--- src/rtl/uart_rx_frame_check.sv ---
// UART RX frame validator: checks start, data (LSB-first), optional parity and stop bits from one mid-bit sample each.
// Define UART_RX_ERR_CNT_EN to add saturating glitch/parity/stop error counters.
module uart_rx_frame_check #(
    parameter int DATA_WIDTH = 8,
    parameter int STOP_BITS  = 1,
    parameter int ERR_CNT_W  = 8
) (
    input  logic                  clk_based_on_prescale,
    input  logic                  asy_reset,
    input  logic                  start_detect,
    input  logic                  sampled_data,
    input  logic                  sampled_data_valid,
    input  logic                  par_en,
    input  logic                  par_typ,
    output logic                  busy,
    output logic                  start_glitch,
    output logic                  par_err,
    output logic                  stp_err,
    output logic                  data_valid,
`ifdef UART_RX_ERR_CNT_EN
    output logic [ERR_CNT_W-1:0]  glitch_cnt,
    output logic [ERR_CNT_W-1:0]  par_err_cnt,
    output logic [ERR_CNT_W-1:0]  stp_err_cnt,
`endif
    output logic [DATA_WIDTH-1:0] p_data
);

    typedef enum logic [2:0] {
        S_IDLE,
        S_START,
        S_DATA,
        S_PARITY,
        S_STOP
    } state_t;

    localparam int CNT_W = $clog2(DATA_WIDTH);
    localparam logic [CNT_W-1:0] LAST_BIT = CNT_W'(DATA_WIDTH - 1);
    localparam logic LAST_STOP = (STOP_BITS == 2);

    state_t                state_reg, state_next;
    logic [DATA_WIDTH-1:0] shift_reg, shift_next;
    logic [CNT_W-1:0]      bit_cnt_reg, bit_cnt_next;
    logic                  stop_cnt_reg, stop_cnt_next;
    logic                  par_flag_reg, par_flag_next;
    logic                  stp_flag_reg, stp_flag_next;
    logic                  pe_reg, pe_next;
    logic                  pt_reg, pt_next;
    logic                  glitch_next, par_err_next, stp_err_next, dv_next;
    logic [DATA_WIDTH-1:0] p_data_next;
    logic                  stp_now;

    // Stop-error status including the sample currently on the input.
    assign stp_now = stp_flag_reg | ~sampled_data;

    always_comb begin
        state_next    = state_reg;
        shift_next    = shift_reg;
        bit_cnt_next  = bit_cnt_reg;
        stop_cnt_next = stop_cnt_reg;
        par_flag_next = par_flag_reg;
        stp_flag_next = stp_flag_reg;
        pe_next       = pe_reg;
        pt_next       = pt_reg;
        glitch_next   = 1'b0;
        par_err_next  = 1'b0;
        stp_err_next  = 1'b0;
        dv_next       = 1'b0;
        p_data_next   = p_data;
        case (state_reg)
            S_IDLE: begin
                if (start_detect) begin
                    state_next    = S_START;
                    pe_next       = par_en;
                    pt_next       = par_typ;
                    bit_cnt_next  = '0;
                    stop_cnt_next = 1'b0;
                    par_flag_next = 1'b0;
                    stp_flag_next = 1'b0;
                end
            end
            S_START: begin
                if (sampled_data_valid) begin
                    if (sampled_data) begin
                        glitch_next = 1'b1;
                        state_next  = S_IDLE;
                    end else begin
                        state_next  = S_DATA;
                    end
                end
            end
            S_DATA: begin
                if (sampled_data_valid) begin
                    shift_next = {sampled_data, shift_reg[DATA_WIDTH-1:1]};
                    if (bit_cnt_reg == LAST_BIT) begin
                        state_next = pe_reg ? S_PARITY : S_STOP;
                    end else begin
                        bit_cnt_next = bit_cnt_reg + 1'b1;
                    end
                end
            end
            S_PARITY: begin
                if (sampled_data_valid) begin
                    par_flag_next = sampled_data != ((^shift_reg) ^ pt_reg);
                    state_next    = S_STOP;
                end
            end
            S_STOP: begin
                if (sampled_data_valid) begin
                    if (stop_cnt_reg == LAST_STOP) begin
                        state_next = S_IDLE;
                        if (!par_flag_reg && !stp_now) begin
                            dv_next     = 1'b1;
                            p_data_next = shift_reg;
                        end else begin
                            par_err_next = par_flag_reg;
                            stp_err_next = stp_now;
                        end
                    end else begin
                        stop_cnt_next = 1'b1;
                        stp_flag_next = stp_now;
                    end
                end
            end
            default: state_next = S_IDLE;
        endcase
    end

    always_ff @(posedge clk_based_on_prescale or negedge asy_reset) begin
        if (!asy_reset) begin
            state_reg    <= S_IDLE;
            shift_reg    <= '0;
            bit_cnt_reg  <= '0;
            stop_cnt_reg <= 1'b0;
            par_flag_reg <= 1'b0;
            stp_flag_reg <= 1'b0;
            pe_reg       <= 1'b0;
            pt_reg       <= 1'b0;
            busy         <= 1'b0;
            start_glitch <= 1'b0;
            par_err      <= 1'b0;
            stp_err      <= 1'b0;
            data_valid   <= 1'b0;
            p_data       <= '0;
        end else begin
            state_reg    <= state_next;
            shift_reg    <= shift_next;
            bit_cnt_reg  <= bit_cnt_next;
            stop_cnt_reg <= stop_cnt_next;
            par_flag_reg <= par_flag_next;
            stp_flag_reg <= stp_flag_next;
            pe_reg       <= pe_next;
            pt_reg       <= pt_next;
            busy         <= (state_next != S_IDLE);
            start_glitch <= glitch_next;
            par_err      <= par_err_next;
            stp_err      <= stp_err_next;
            data_valid   <= dv_next;
            p_data       <= p_data_next;
        end
    end

`ifdef UART_RX_ERR_CNT_EN
    // Index 0: start glitch, 1: parity error, 2: stop error.
    logic [2:0]           err_event;
    logic [ERR_CNT_W-1:0] err_cnt_reg [3];

    assign err_event = {stp_err_next, par_err_next, glitch_next};

    generate
        for (genvar gi = 0; gi < 3; gi++) begin : g_err_cnt
            always_ff @(posedge clk_based_on_prescale or negedge asy_reset) begin
                if (!asy_reset) begin
                    err_cnt_reg[gi] <= '0;
                end else if (err_event[gi] && (err_cnt_reg[gi] != '1)) begin
                    err_cnt_reg[gi] <= err_cnt_reg[gi] + 1'b1;
                end
            end
        end
    endgenerate

    assign glitch_cnt  = err_cnt_reg[0];
    assign par_err_cnt = err_cnt_reg[1];
    assign stp_err_cnt = err_cnt_reg[2];
`endif

endmodule
--- config.mk ---
export PLATFORM = sky130hd
export DESIGN_NAME = uart_rx_frame_check
export DESIGN_NICKNAME = d
export VERILOG_FILES = /design/src/rtl/uart_rx_frame_check.sv
export SDC_FILE = /design/constraint.sdc
export NUM_CORES = 1
export LEC_CHECK = 0
export CAP_MARGIN = 25
export CORE_MARGIN = 5
export CORE_UTILIZATION = 57
export DETAILED_ROUTE_END_ITERATION = 10
export GPL_ROUTABILITY_DRIVEN = 0
export PLACE_DENSITY = 0.8
export SLEW_MARGIN = 20
export SYNTH_ARGS = -nofsm -noshare
export SYNTH_HDL_FRONTEND = slang
export SYNTH_SLANG_ARGS = --single-unit
--- constraint.sdc ---
create_clock -name clk_based_on_prescale -period 3.9 [get_ports clk_based_on_prescale]
set_input_delay 0.39 -clock clk_based_on_prescale [delete_from_list [all_inputs] [get_ports clk_based_on_prescale]]
set_output_delay 0.39 -clock clk_based_on_prescale [all_outputs]
set_load 0.05 [all_outputs]
## Yosys cells after proc, flatten, opt, wreduce, memory -nomap -nowiden

Cells that the tools add are included.

| word-level totals | value |
|---|---|
| flip-flop bits (word level) | 32 |
| input port bits | 7 |
| output and inout port bits | 13 |
| word-level logic and storage cells | 85 |

| operators by class | value |
|---|---|
| $add $sub $neg | 1 |
| equality and inequality tests | 12 |
| muxes and demuxes | 38 |
| bitwise logic cells | 4 |
| reduce and logical (&&, ||, !) cells | 16 |

Operators by type and width:

| cell | count |
|---|---|
| two-way mux 3 bit | 11 |
| two-way mux 1 bit | 21 |
| case mux 3 bit (5 select lines) | 1 |
| inequality test 2 bit (second input constant) | 6 |
| AND reduction 4 bit | 3 |
| parity 8 bit | 1 |
| equality test 3 x 2 -> 1 bit (second input constant) | 2 |
| equality test 3 bit (second input constant) | 2 |
| case mux 1 bit (2 select lines) | 3 |
| case mux 3 bit (2 select lines) | 1 |
| AND reduction 3 bit | 2 |
| nonzero test 2 bit | 3 |
| AND reduction 2 bit | 2 |
| adder 3 x 1 -> 3 bit (second input constant) | 1 |
| equality test 3 x 1 -> 1 bit (second input constant) | 1 |
| zero test 3 bit | 1 |
| nonzero test 3 bit | 1 |
| zero test 1 bit | 2 |
| two-way mux 2 bit | 1 |
| NOT 1 bit | 2 |
| logical AND 1 bit | 1 |
| inequality test 1 bit | 1 |
| bitwise OR 1 bit | 1 |
| bitwise XOR 1 bit | 1 |

## Depth between registers and ports, before layout

| depth | value |
|---|---|
| depth after elaboration | 8 |
| mapped depth | 6 |
| depth with buffers taken out | 6 |

## Worst setup path before layout

No wires, ideal clock.

| timing path | value |
|---|---|
| path type | flip-flop to flip-flop |
| start | register state_reg[1] |
| end | register p_data[0] |
| arrival time | 1.606 ns |
| required time | 3.775 ns |
| slack | 2.169 ns |
| stages on the path, launching flop included | 6 |
| buffers on the path | 1 |
| clock period less this slack | 1.731 ns |
| path through | dfrtp_1 nor2_2 nand3_2 or4b_4 buf_6 mux2_4 |

| on the way | value |
|---|---|
| word-level cells in the longest chain between the ends | 2 |

RTL lines:

| item | RTL line | RTL |
|---|---|---|
| from (decl) | 40 | `state_t state_reg, state_next;` |
| from (signal assigned) | 145 | `state_reg <= state_next;` |
| equality test 3 bit | 69 | `case (state_reg)` |
| AND reduction 4 bit (no line) | -- |  |
| to (signal assigned) | 158 | `p_data <= p_data_next;` |
| to (decl) | 25 | `output logic [DATA_WIDTH-1:0] p_data` |

No other way between the ends.
A chain may end at the register's enable or synchronous reset.

## Worst setup path after layout

| timing path | value |
|---|---|
| start | input port sampled_data_valid |
| end | register p_data[6] |

| on the way | value |
|---|---|
| word-level cells in the longest chain between the ends | 1 |

RTL lines:

| item | RTL line | RTL |
|---|---|---|
| from (decl) | 12 | `input logic sampled_data_valid,` |
| AND reduction 4 bit (no line) | -- |  |

No other way between the ends.

==> out/results.ini <==
[run_status]
status=completed

[cells_and_area]
finalNonFillerCells=163
regArea_um2=776
syn2layout_area_growth_pct=21.0
fin_nets=141
drive_gt1_share_pct=24.1
fin_area_um2=1720
multi_input_comb_area_um2=603
antennaDiodeCount=0
fillerInstances=179

[timing]
final_max_slew_viol_count=0
tightest_slew_ns=0.621
rsz0062_at_grt=false
slew_headroom_pct=58.4
setup_ws_ns=1.97
fmax_ghz=0.518
fin_crit_sh_pct=49.5
setup_tns_ns=0
period_minus_slack_ns=1.93
hold_viol_final=0
setup_viol=0
finalClockSkew_ns=0.00957

[cts]
clk_path_buf_depth=2
postCtsHoldBufs=0
clk_pin_slew_worst_paths_ns=0.10
cts_resized=0
cts_buffers=5
worstSkewPairLatency_ns=0.34
tritoncts=yes
root_buffer=clkbuf_4
ctsHtreeMaxLevel=2
clock_sinks=31
post_cts_buffers=0

[pwr]
power.share.clock_pct=21.8
ir_drop_mv=0.438
power_density_nw_per_um2=700
sw_frac_of_total_pct=34.6
p_switching_uw=416
power_leakage_uw=0.000821
p_comb_share_pct=35.6
intPower_uw=787
seq_power_share_pct=42.6

[synth]
synthesis.nets=118
yosysMostFrequentCell=dfrtp_1
synthTopCellsByArea=dfrtp_1, mux2_4, mux2_2, xnor2_1, ha_1
syn_area_per_cell_um2=13.0
ys_ff_latch=31
netlist_area_um2=1420
yosysUniqueCellTypes=31
synth_commonest_cells=dfrtp_1, mux2_2, mux2_4
yosysTopAreaCellShare_pct=54.6
synthFlopType=dfrtp_1
syn_inst=109
yosysTopAreaCell=dfrtp_1
synth-edff-count=0
async_flop_share_pct=100
ys_seq_area_share_pct=54.6
yosysWarningCount=0

[global_route]
antenna_found_initial=0
grt_max_degree=32
grt_pass1_wl_mm=4.32
overflow=0
grt_pass1_vias=897
grt.total_usage_pct=16.7

[setup_path]
slowest_delay_ns=0.64
timing.rr.end=p_data[6]$_DFFE_PN0P_
timing.rr.start=state_reg[0]$_DFF_PN0_
regToRegSetupSlack_ns=1.98
cpMaxStageDelayCell=clkdlybuf4s50_1
critPathBufInv=1
cp_num_cells=4
worst-path-max-fanout=10
critPathLaunchType=input port
cp_top_family=simple AND/OR/NAND/NOR gates
crit_chain=clkdlybuf4s50_1 > nand3_2 > or4b_4 > mux2_4
required_ns=4.12
critPathArrivalTime_ns=2.15
worst-r2r-cell-count=4
worstSetupPathType=in2reg
end_kind=flop

[routing]
vias=916
drtPass1Iterations=4
drcViolationCount=0
drt_wl_total_mm=2.50
drt-vias-per-instance=5.62
route.detailed.wl_per_inst_um=15.4
ant_nets=0
initialDrtViolationCount=25

[die]
die_x_um=59.9
initial_core_util_pct=58.4
io_pins=20
die_area_um2=3590
dieHeight_um=59.9
rows=18
core_um2=2430

[placement]
post_dp_cell_area_um2=1630
dp_hpwl_mm=1.75
dp_cells=155
place_ws_ns=1.62
port_buffers=19

[hold_path]
hp-class=in2async

[job]
drv_cap=0

## cell type report
class	instances	share of cell area [%]
inverters	5	1.09
well taps	30	2.18
repair buffers	20	11.5
clock inverters	2	2.04
multi-input cells	69	35.1
flip-flops and latches	31	45.1
clock buffers	6	2.98
## metrics by stage
step	hold slack, ns	utilization, %	power (uW)
after floorplan	0.0944	-	841
after global placement	0.488	67.1	928
after detailed placement	0.491	67.1	947
after CTS	0.444	70.7	1220
after global routing	0.470	70.7	1280
final	0.441	70.7	1200
## layout by cell type (no fill, tap or decap), types with 4 or more instances in the layout
master	count
nand2_1	6
a21oi_1	4
dfrtp_1	31
xnor2_1	6
mux2_4	8
o21ai_0	4
clkbuf_4	5
nor2_1	4
clkdlybuf4s50_1	19
inv_1	5
mux2_2	10
## worst max-delay path by stage
stage                             to  slack, ns                   start
5_1_grt        p_data[1]$_DFFE_PN0P_       1.88  state_reg[0]$_DFF_PN0_
3_5_place_dp   p_data[1]$_DFFE_PN0P_       1.62      sampled_data_valid
4_1_cts                    p_data[1]       1.97   p_data[1]$_DFFE_PN0P_
6_report       p_data[6]$_DFFE_PN0P_       1.97      sampled_data_valid
3_3_place_gp   p_data[0]$_DFFE_PN0P_       1.66      sampled_data_valid
2_1_floorplan  p_data[0]$_DFFE_PN0P_       2.17  state_reg[1]$_DFF_PN0_
## logic make-up after synthesis
family | Yosys count | share of synthesized area [%]
AOI/OAI and AO/OA | 14 | 6.51
xor gates and xnor gates | 8 | 5.90
adders and majority gates | 2 | 1.76
buffers and inverters | 9 | 2.99
DFF | 31 | 54.6
muxes | 20 | 17.8
and+or+nand+nor | 25 | 10.5
## power by group through the flow
| stage | combinational [uW] | sequential, uW | clock (uW) |
|---|---|---|---|
| 2_1_floorplan | 308 | 533 | 0 |
| 3_3_place_gp | 418 | 510 | 0 |
| 3_5_place_dp | 429 | 518 | 0 |
| 4_1_cts | 434 | 512 | 269 |
| 5_1_grt | 468 | 528 | 284 |
| 6_report | 429 | 512 | 263 |
## metal layers
layer / routed length (um) / up-vias / GRT usage, % / share of wire, %
met5: 0 / - / 0 / 0
met4: 48 / 0 / 7.59 / 1.9
met3: 173 / 6 / 6.26 / 6.9
met2: 1190 / 30 / 23.8 / 48
met1: 1090 / 451 / 22.6 / 44
li1: - / 429 / - / -
Note: power is estimated with default switching activity, not from simulation.
